`config.mk`:
```
export PLATFORM = sky130hd
export DESIGN_NAME = aes_key_schedule_seq
export DESIGN_NICKNAME = d
export VERILOG_FILES = /design/src/rtl/aes_pkg.sv /design/src/rtl/aes_sbox.sv /design/src/rtl/aes_key_schedule_seq.sv
export SDC_FILE = /design/constraint.sdc
export NUM_CORES = 2
export LEC_CHECK = 0
export BUFFER_PORTS_ARGS = -buffer_cell sky130_fd_sc_hd__buf_2
export CAP_MARGIN = 15
export CORE_MARGIN = 2
export CORE_UTILIZATION = 50
export CTS_BUF_LIST = sky130_fd_sc_hd__clkbuf_8
export DETAILED_ROUTE_END_ITERATION = 10
export PLACE_DENSITY = 0.69
export SLEW_MARGIN = 15
export SYNTH_ARGS = -nofsm -noshare
export SYNTH_HDL_FRONTEND = slang
export SYNTH_SLANG_ARGS = --single-unit
```
`constraint.sdc`:
```
create_clock -name clk -period 7.96 [get_ports clk]
set_input_delay 0.796 -clock clk [delete_from_list [all_inputs] [get_ports clk]]
set_output_delay 0.796 -clock clk [all_outputs]
set_load 0.02 [all_outputs]
```
`src/rtl/aes_pkg.sv`:
```
// Shared AES definitions: key-length codes, schedule-size lookups, FSM states
// and the byte/word substitution helpers used by the key schedule and cipher rounds.
package aes_pkg;

  localparam logic [1:0] KEY_128 = 2'b00;
  localparam logic [1:0] KEY_192 = 2'b01;
  localparam logic [1:0] KEY_256 = 2'b10;

  typedef enum logic [1:0] {
    S_IDLE   = 2'b00,
    S_EXPAND = 2'b01,
    S_EMIT   = 2'b10
  } state_t;

  // Forward S-box, byte 0x00 in the most significant position.
  localparam logic [2047:0] SBOX = {
    128'h637c777bf26b6fc53001672bfed7ab76,
    128'hca82c97dfa5947f0add4a2af9ca472c0,
    128'hb7fd9326363ff7cc34a5e5f171d83115,
    128'h04c723c31896059a071280e2eb27b275,
    128'h09832c1a1b6e5aa0523bd6b329e32f84,
    128'h53d100ed20fcb15b6acbbe394a4c58cf,
    128'hd0efaafb434d338545f9027f503c9fa8,
    128'h51a3408f929d38f5bcb6da2110fff3d2,
    128'hcd0c13ec5f974417c4a77e3d645d1973,
    128'h60814fdc222a908846eeb814de5e0bdb,
    128'he0323a0a4906245cc2d3ac629195e479,
    128'he7c8376d8dd54ea96c56f4ea657aae08,
    128'hba78252e1ca6b4c6e8dd741f4bbd8b8a,
    128'h703eb5664803f60e613557b986c11d9e,
    128'he1f8981169d98e949b1e87e9ce5528df,
    128'h8ca1890dbfe6426841992d0fb054bb16
  };

  function automatic logic [3:0] nk_of(input logic [1:0] key_len);
    case (key_len)
      KEY_128: return 4'd4;
      KEY_192: return 4'd6;
      KEY_256: return 4'd8;
      default: return 4'd4;
    endcase
  endfunction

  function automatic logic [3:0] nr_of(input logic [1:0] key_len);
    case (key_len)
      KEY_128: return 4'd10;
      KEY_192: return 4'd12;
      KEY_256: return 4'd14;
      default: return 4'd10;
    endcase
  endfunction

  function automatic logic [7:0] xtime(input logic [7:0] b);
    return {b[6:0], 1'b0} ^ (b[7] ? 8'h1b : 8'h00);
  endfunction

  // 255 - x equals ~x for a byte, which selects the table entry from the top.
  function automatic logic [7:0] sbox_lookup(input logic [7:0] x);
    logic [10:0] base;
    base = {~x, 3'b000};
    return SBOX[base +: 8];
  endfunction

  function automatic logic [31:0] sub_word(input logic [31:0] w);
    return {sbox_lookup(w[31:24]), sbox_lookup(w[23:16]),
            sbox_lookup(w[15:8]),  sbox_lookup(w[7:0])};
  endfunction

endpackage

```
`src/rtl/aes_sbox.sv`:
```
// Combinational 8-bit AES forward S-box, shared by key schedule and cipher rounds.
module aes_sbox
  import aes_pkg::*;
(
  input  logic [7:0] a,
  output logic [7:0] y
);

  assign y = sbox_lookup(a);

endmodule

```
`src/rtl/aes_key_schedule_seq.sv`:
```
// Iterative AES-128/192/256 key schedule: one word per cycle into a 60-word store,
// then round keys streamed over valid/ready in forward or reverse order.
module aes_key_schedule_seq
  import aes_pkg::*;
#(
  parameter bit ALLOW_192  = 1'b1,
  parameter bit REVERSE_EN = 1'b1
) (
  input  logic         clk,
  input  logic         rst,
  input  logic         start,
  input  logic [1:0]   key_len,
  input  logic         dir,
  input  logic [255:0] key_in,
  output logic         busy,
  output logic         err,
  output logic         rk_valid,
  input  logic         rk_ready,
  output logic [127:0] rk_data,
  output logic [3:0]   rk_index,
  output logic         rk_last,
  output logic         done
);

  state_t      state;
  logic [3:0]  nk;
  logic [3:0]  nr;
  logic        dir_q;
  logic [5:0]  widx;
  logic [2:0]  wrap;
  logic [7:0]  rcon;
  logic [3:0]  rnd;
  logic [31:0] store [0:59];

  logic         legal;
  logic [31:0]  prev_w;
  logic [31:0]  old_w;
  logic [31:0]  sbox_in;
  logic [31:0]  sub_w;
  logic [31:0]  temp_w;
  logic [31:0]  new_w;
  logic         last_word;
  logic         wrap_end;
  logic [5:0]   rd_base;
  logic [127:0] rd_key;
  logic [3:0]   last_rnd;
  logic [3:0]   rnd_next;
  logic         handshake;

  // Legality of the requested key length.
  always_comb begin
    legal = 1'b0;
    if (key_len == KEY_128 || key_len == KEY_256) begin
      legal = 1'b1;
    end else if (key_len == KEY_192) begin
      legal = ALLOW_192;
    end else begin
      legal = 1'b0;
    end
  end

  // Next-word datapath; wrap tracks i mod Nk so no divider is needed.
  always_comb begin
    prev_w    = store[widx - 6'd1];
    old_w     = store[widx - {2'b00, nk}];
    sbox_in   = prev_w;
    temp_w    = prev_w;
    if (wrap == 3'd0) begin
      sbox_in = {prev_w[23:0], prev_w[31:24]};
      temp_w  = sub_w ^ {rcon, 24'h000000};
    end else if (nk == 4'd8 && wrap == 3'd4) begin
      sbox_in = prev_w;
      temp_w  = sub_w;
    end else begin
      sbox_in = prev_w;
      temp_w  = prev_w;
    end
    new_w     = old_w ^ temp_w;
    last_word = (widx == ({nr, 2'b00} + 6'd3));
    wrap_end  = ({1'b0, wrap} == (nk - 4'd1));
  end

  for (genvar b = 0; b < 4; b++) begin : g_sbox
    aes_sbox u_sbox (
      .a (sbox_in[8*b +: 8]),
      .y (sub_w[8*b +: 8])
    );
  end

  // Round-key read port and emit-order stepping.
  always_comb begin
    rd_base   = {rnd, 2'b00};
    rd_key    = {store[rd_base], store[rd_base + 6'd1],
                 store[rd_base + 6'd2], store[rd_base + 6'd3]};
    last_rnd  = dir_q ? 4'd0 : nr;
    handshake = rk_valid & rk_ready;
    rnd_next  = rnd;
    if (rnd == last_rnd) begin
      rnd_next = rnd;
    end else if (dir_q) begin
      rnd_next = rnd - 4'd1;
    end else begin
      rnd_next = rnd + 4'd1;
    end
  end

  // Word store: cipher key on accept, one expanded word per EXPAND cycle.
  always_ff @(posedge clk) begin
    if (state == S_IDLE && start && legal) begin
      for (int k = 0; k < 8; k++) begin
        store[k] <= key_in[255 - 32*k -: 32];
      end
    end else if (state == S_EXPAND) begin
      store[widx] <= new_w;
    end
  end

  // Sequencer and registered round-key port.
  always_ff @(posedge clk or posedge rst) begin
    if (rst) begin
      state    <= S_IDLE;
      nk       <= 4'd4;
      nr       <= 4'd10;
      dir_q    <= 1'b0;
      widx     <= 6'd0;
      wrap     <= 3'd0;
      rcon     <= 8'h01;
      rnd      <= 4'd0;
      busy     <= 1'b0;
      err      <= 1'b0;
      done     <= 1'b0;
      rk_valid <= 1'b0;
      rk_data  <= 128'd0;
      rk_index <= 4'd0;
      rk_last  <= 1'b0;
    end else begin
      err  <= 1'b0;
      done <= 1'b0;
      case (state)
        S_IDLE: begin
          if (start) begin
            if (legal) begin
              nk    <= nk_of(key_len);
              nr    <= nr_of(key_len);
              dir_q <= REVERSE_EN ? dir : 1'b0;
              widx  <= {2'b00, nk_of(key_len)};
              wrap  <= 3'd0;
              rcon  <= 8'h01;
              busy  <= 1'b1;
              state <= S_EXPAND;
            end else begin
              err <= 1'b1;
            end
          end
        end
        S_EXPAND: begin
          if (wrap == 3'd0) begin
            rcon <= xtime(rcon);
          end
          wrap <= wrap_end ? 3'd0 : wrap + 3'd1;
          widx <= widx + 6'd1;
          if (last_word) begin
            rnd   <= dir_q ? nr : 4'd0;
            state <= S_EMIT;
          end
        end
        S_EMIT: begin
          // A non-final handshake reloads in the same edge, so valid never bubbles.
          if (!rk_valid || (handshake && !rk_last)) begin
            rk_data  <= rd_key;
            rk_index <= rnd;
            rk_last  <= (rnd == last_rnd);
            rk_valid <= 1'b1;
            rnd      <= rnd_next;
          end else if (handshake) begin
            rk_valid <= 1'b0;
            rk_last  <= 1'b0;
            busy     <= 1'b0;
            done     <= 1'b1;
            state    <= S_IDLE;
          end
        end
        default: begin
          state <= S_IDLE;
        end
      endcase
    end
  end

endmodule

```
==> metrics.md <==
| Metric | Value |
|---|---|
| Status | complete, but fails checks |
| Failing checks | setup timing |
| Most frequent cells in the layout | edfxtp_1 (2,048), mux4_2 (1,865), nand2_1 (837) |
| Routed wire per std cell | ~50 um |
| Final worst path period share | 1.022 |
| Die area | approximately 270,000 um2 |
| IO buf count | ~400 |
| First drt pass iteration count | 9 |
| Total Nets Final | 9,815 |
| Synth area leader | edfxtp_1 |
| Worst-Margin Slew | approximately 1.3 ns |
| Unrepaired setup endpoints after global routing | no |
| Root Buffer | clkbuf_8 |
| Synth unique cells | between 100 and 150 |
| Synth Cell Area | around 130,000 um2 |
| Drt drc | 0 |
| Post-synthesis net count | 8,954 |
| Max Cap Viol | 0 |
| First-pass GRT wire length | between 800,000 and 900,000 um |
| Worst setup margin | -0.1714 ns |
| Largest family of logic cells by synthesized area | multiplexers |
| Avg Cell Area, Syn | ~16 um2 |
| Post-layout util | 0.5779 |
| DP HPWL | 437,400 um |
| Skew final | around 0.12 ns |
| Gpl congestion | between 1 and 1.5 |
| CP arrival | between 8 and 9 ns |
| H-tree lvl count | 5 |
| Vias in the first global route | 102,400 |
| Detailed Route WL | 662,900 um |
| Worst Path Max Fanout | 56 |
| Count of final hold-check violations | 0 |
| Setup TNS | -17.09 ns |
| DR vias | ~110k |
| Initial Utilization | 0.5028 |
| Syn Inst Count | ~8,600 |
| Worst endpoint required time | between 8 and 9 ns |
| Yosys Warn Count | 0 |
| Synth Flop Type | edfxtp_1 |
| Synth Register Bits | between 2,000 and 2,500 |
| Initial antenna violation count | 42 |
| Fmax | roughly 120 MHz |
| Filler cell count | 20,340 |
| Row count | 190 |
| Sequential-to-total area share from yosys stat | 0.4874 |
| Ranking of synthesized cells by area | edfxtp_1 (46%), mux4_2 (31%), dfrtp_1 (3.0%), nand2_1 (2.4%), mux2_2 (1.4%) |
| WHS | just under 0.04 ns |
| Die W | approximately 520 um |
| Compound-cell area share of the yosys netlist | 0.07173 |
| Multiplexer share of the synthesized area | 0.3390 |
| Adder-cell area share of the yosys netlist | 0.006984 |
| Async SR Flop Fraction | 0.07498 |
| Slew Limit Fails | 0 |
| Crit path capture type | flop |
| GRT Overall Usage | 0.4809 |
| Min cycle time layout | ~8.1 ns |
| WS Path Type | flop to flop |
| Sink Count | ~2,200 |
| Num CTS Buffers | roughly 370 |
| GR Overflow Total | 0 |
| DIE HEIGHT | 523.1 um |
| Clk Latency, worst-skew pair | 1.14 ns |
| Post-CTS setup buffers | 0 |
| Most common cell after layout, fill and taps aside | edfxtp_1 |
| EDFF count, synth | just over 2,000 |
| DR iter-0 viols | 20,960 |
| CTS tree | yes |
| ANT nets after route | 0 |
| Share of the synthesized area in the top cell type | 0.4565 |
| # IOs | 400 |
| Hold Crit Class | primary input to flop |
| XOR/XNOR Fraction of Synth Area | 0.005498 |
| Worst-path clk slew | approximately 0.08 ns |
| Crit start category | flop |
| Post-Synth Simple-Gate Area | 0.05718 |
| Area growth syn-to-layout | 14.92% |
| CORE AREA | 267,900 um2 |
| Largest net degree at the start of global routing | approximately 150 |
| Clock tree buffer depth | 4 |
| Setup-failing EPs final | roughly 160 |
| Slew HR | 0.09848 |
| Via density | ~8 |
| Layout cells sized above 1 | 0.4063 |
worst max-delay path, stage by stage (launching register included):
cell and delay, ns:
dfrtp_4 0.60, or4_1 0.70, nand2_8 0.60, mux4_2 0.67, mux4_2 0.61, and2_1 0.28, a21o_1 0.20, buf_4 0.22
buf_4 0.21, ha_1 0.27, buf_4 0.22, and2_1 0.31, o311ai_0 0.90, buf_4 0.23, o21ai_0 0.07, o21ai_0 0.52
o211ai_1 0.39, xor2_1 0.27, buf_4 0.18, inv_1 0.07, buf_12 0.17
area by class of cell:
cell class | instances | area, um2 | share of cell area
clock inverter | 299 | 2387 | 0.01542
sequential | 2214 | 65670 | 0.4242
clock buffer | 402 | 5533 | 0.03574
antenna | 30 | 75.07 | 0.0004849
inverter | 90 | 354.1 | 0.002287
timing repair buffer | 1317 | 10480 | 0.06766
tap | 3552 | 4444 | 0.02871
multi-input combinational | 5481 | 65880 | 0.4255
Yosys cell counts (97+ instances only):
master / n
nand2_1: 853
buf_1: 97
dfrtp_1: 163
a21oi_1: 230
nor3_1: 133
mux4_2: 1865
nor2_1: 367
nand3_1: 158
edfxtp_1: 2048
mux2_2: 171
buf_2: 215
o21ai_0: 244
clkbuf_1: 410
mux2i_1: 157
metal layers:
layer / wire length [um] / global-route usage / share of wire / up-vias
li1: - / - / - / 38350
met1: 220700 / 0.6053 / 0.33 / 54510
met2: 273800 / 0.6560 / 0.41 / 11330
met3: 110700 / 0.2185 / 0.17 / 2484
met4: 56890 / 0.3443 / 0.086 / 54
met5: 864 / 0.01282 / 0.0013 / -
metrics by stage:
step / setup slack (ns) / cell area (um2) / std cells
floorplan: 0.02859 / 134800 / 8617
global route: 0.02270 / 154800 / 13360
detailed placement: 0.09567 / 145000 / 12490
finish: -0.1714 / 154800 / 13390
global placement: 0.08301 / 145000 / 12490
CTS: 0.05221 / 154500 / 13350
path summary, 6_finish.rpt:
kind,startpoint,endpoint,slack (ns),cells past startpoint
setup / recovery,widx[0],store[40][20],-0.17,20
hold / removal,key_in[255],store[0][31],0.04,3
setup reg to reg,widx[0],store[40][20],-0.17,20
hold reg to reg,rk_data[99],rk_data[99],0.47,2
max in group asynchronous,rst,widx[4],6.30,4
min in group asynchronous,rst,rk_data[97],0.25,3
logic make-up after synthesis:
family	after synthesis
XOR/XNOR	71
AO/OA/AOI/OAI	1372
flip-flops	2214
adder cells (fa/ha/maj)	74
AND/OR/NAND/NOR	1762
buffers and inverters	922
multiplexers	2202
what timing repair did:
item	4_1_cts	5_1_grt
hold buffers	155	0
resized for setup	0	4
setup endpoints to repair	0	288
hold endpoints to repair	194	0
flip-flops by register name (all words and copies together), names as in the netlist:
register,count
wrap,3
rcon,8
rk_index,4
done,1
nr,2
rk_last,1
rnd,4
dir_q,1
nk,3
err,1
rk_data,128
rk_valid,1
store,2048
widx,6
busy,1
state,2
Power is left out: the tool's default activity adds up to more than one toggle a clock period on the data nets, which glitch-free logic cannot reach.
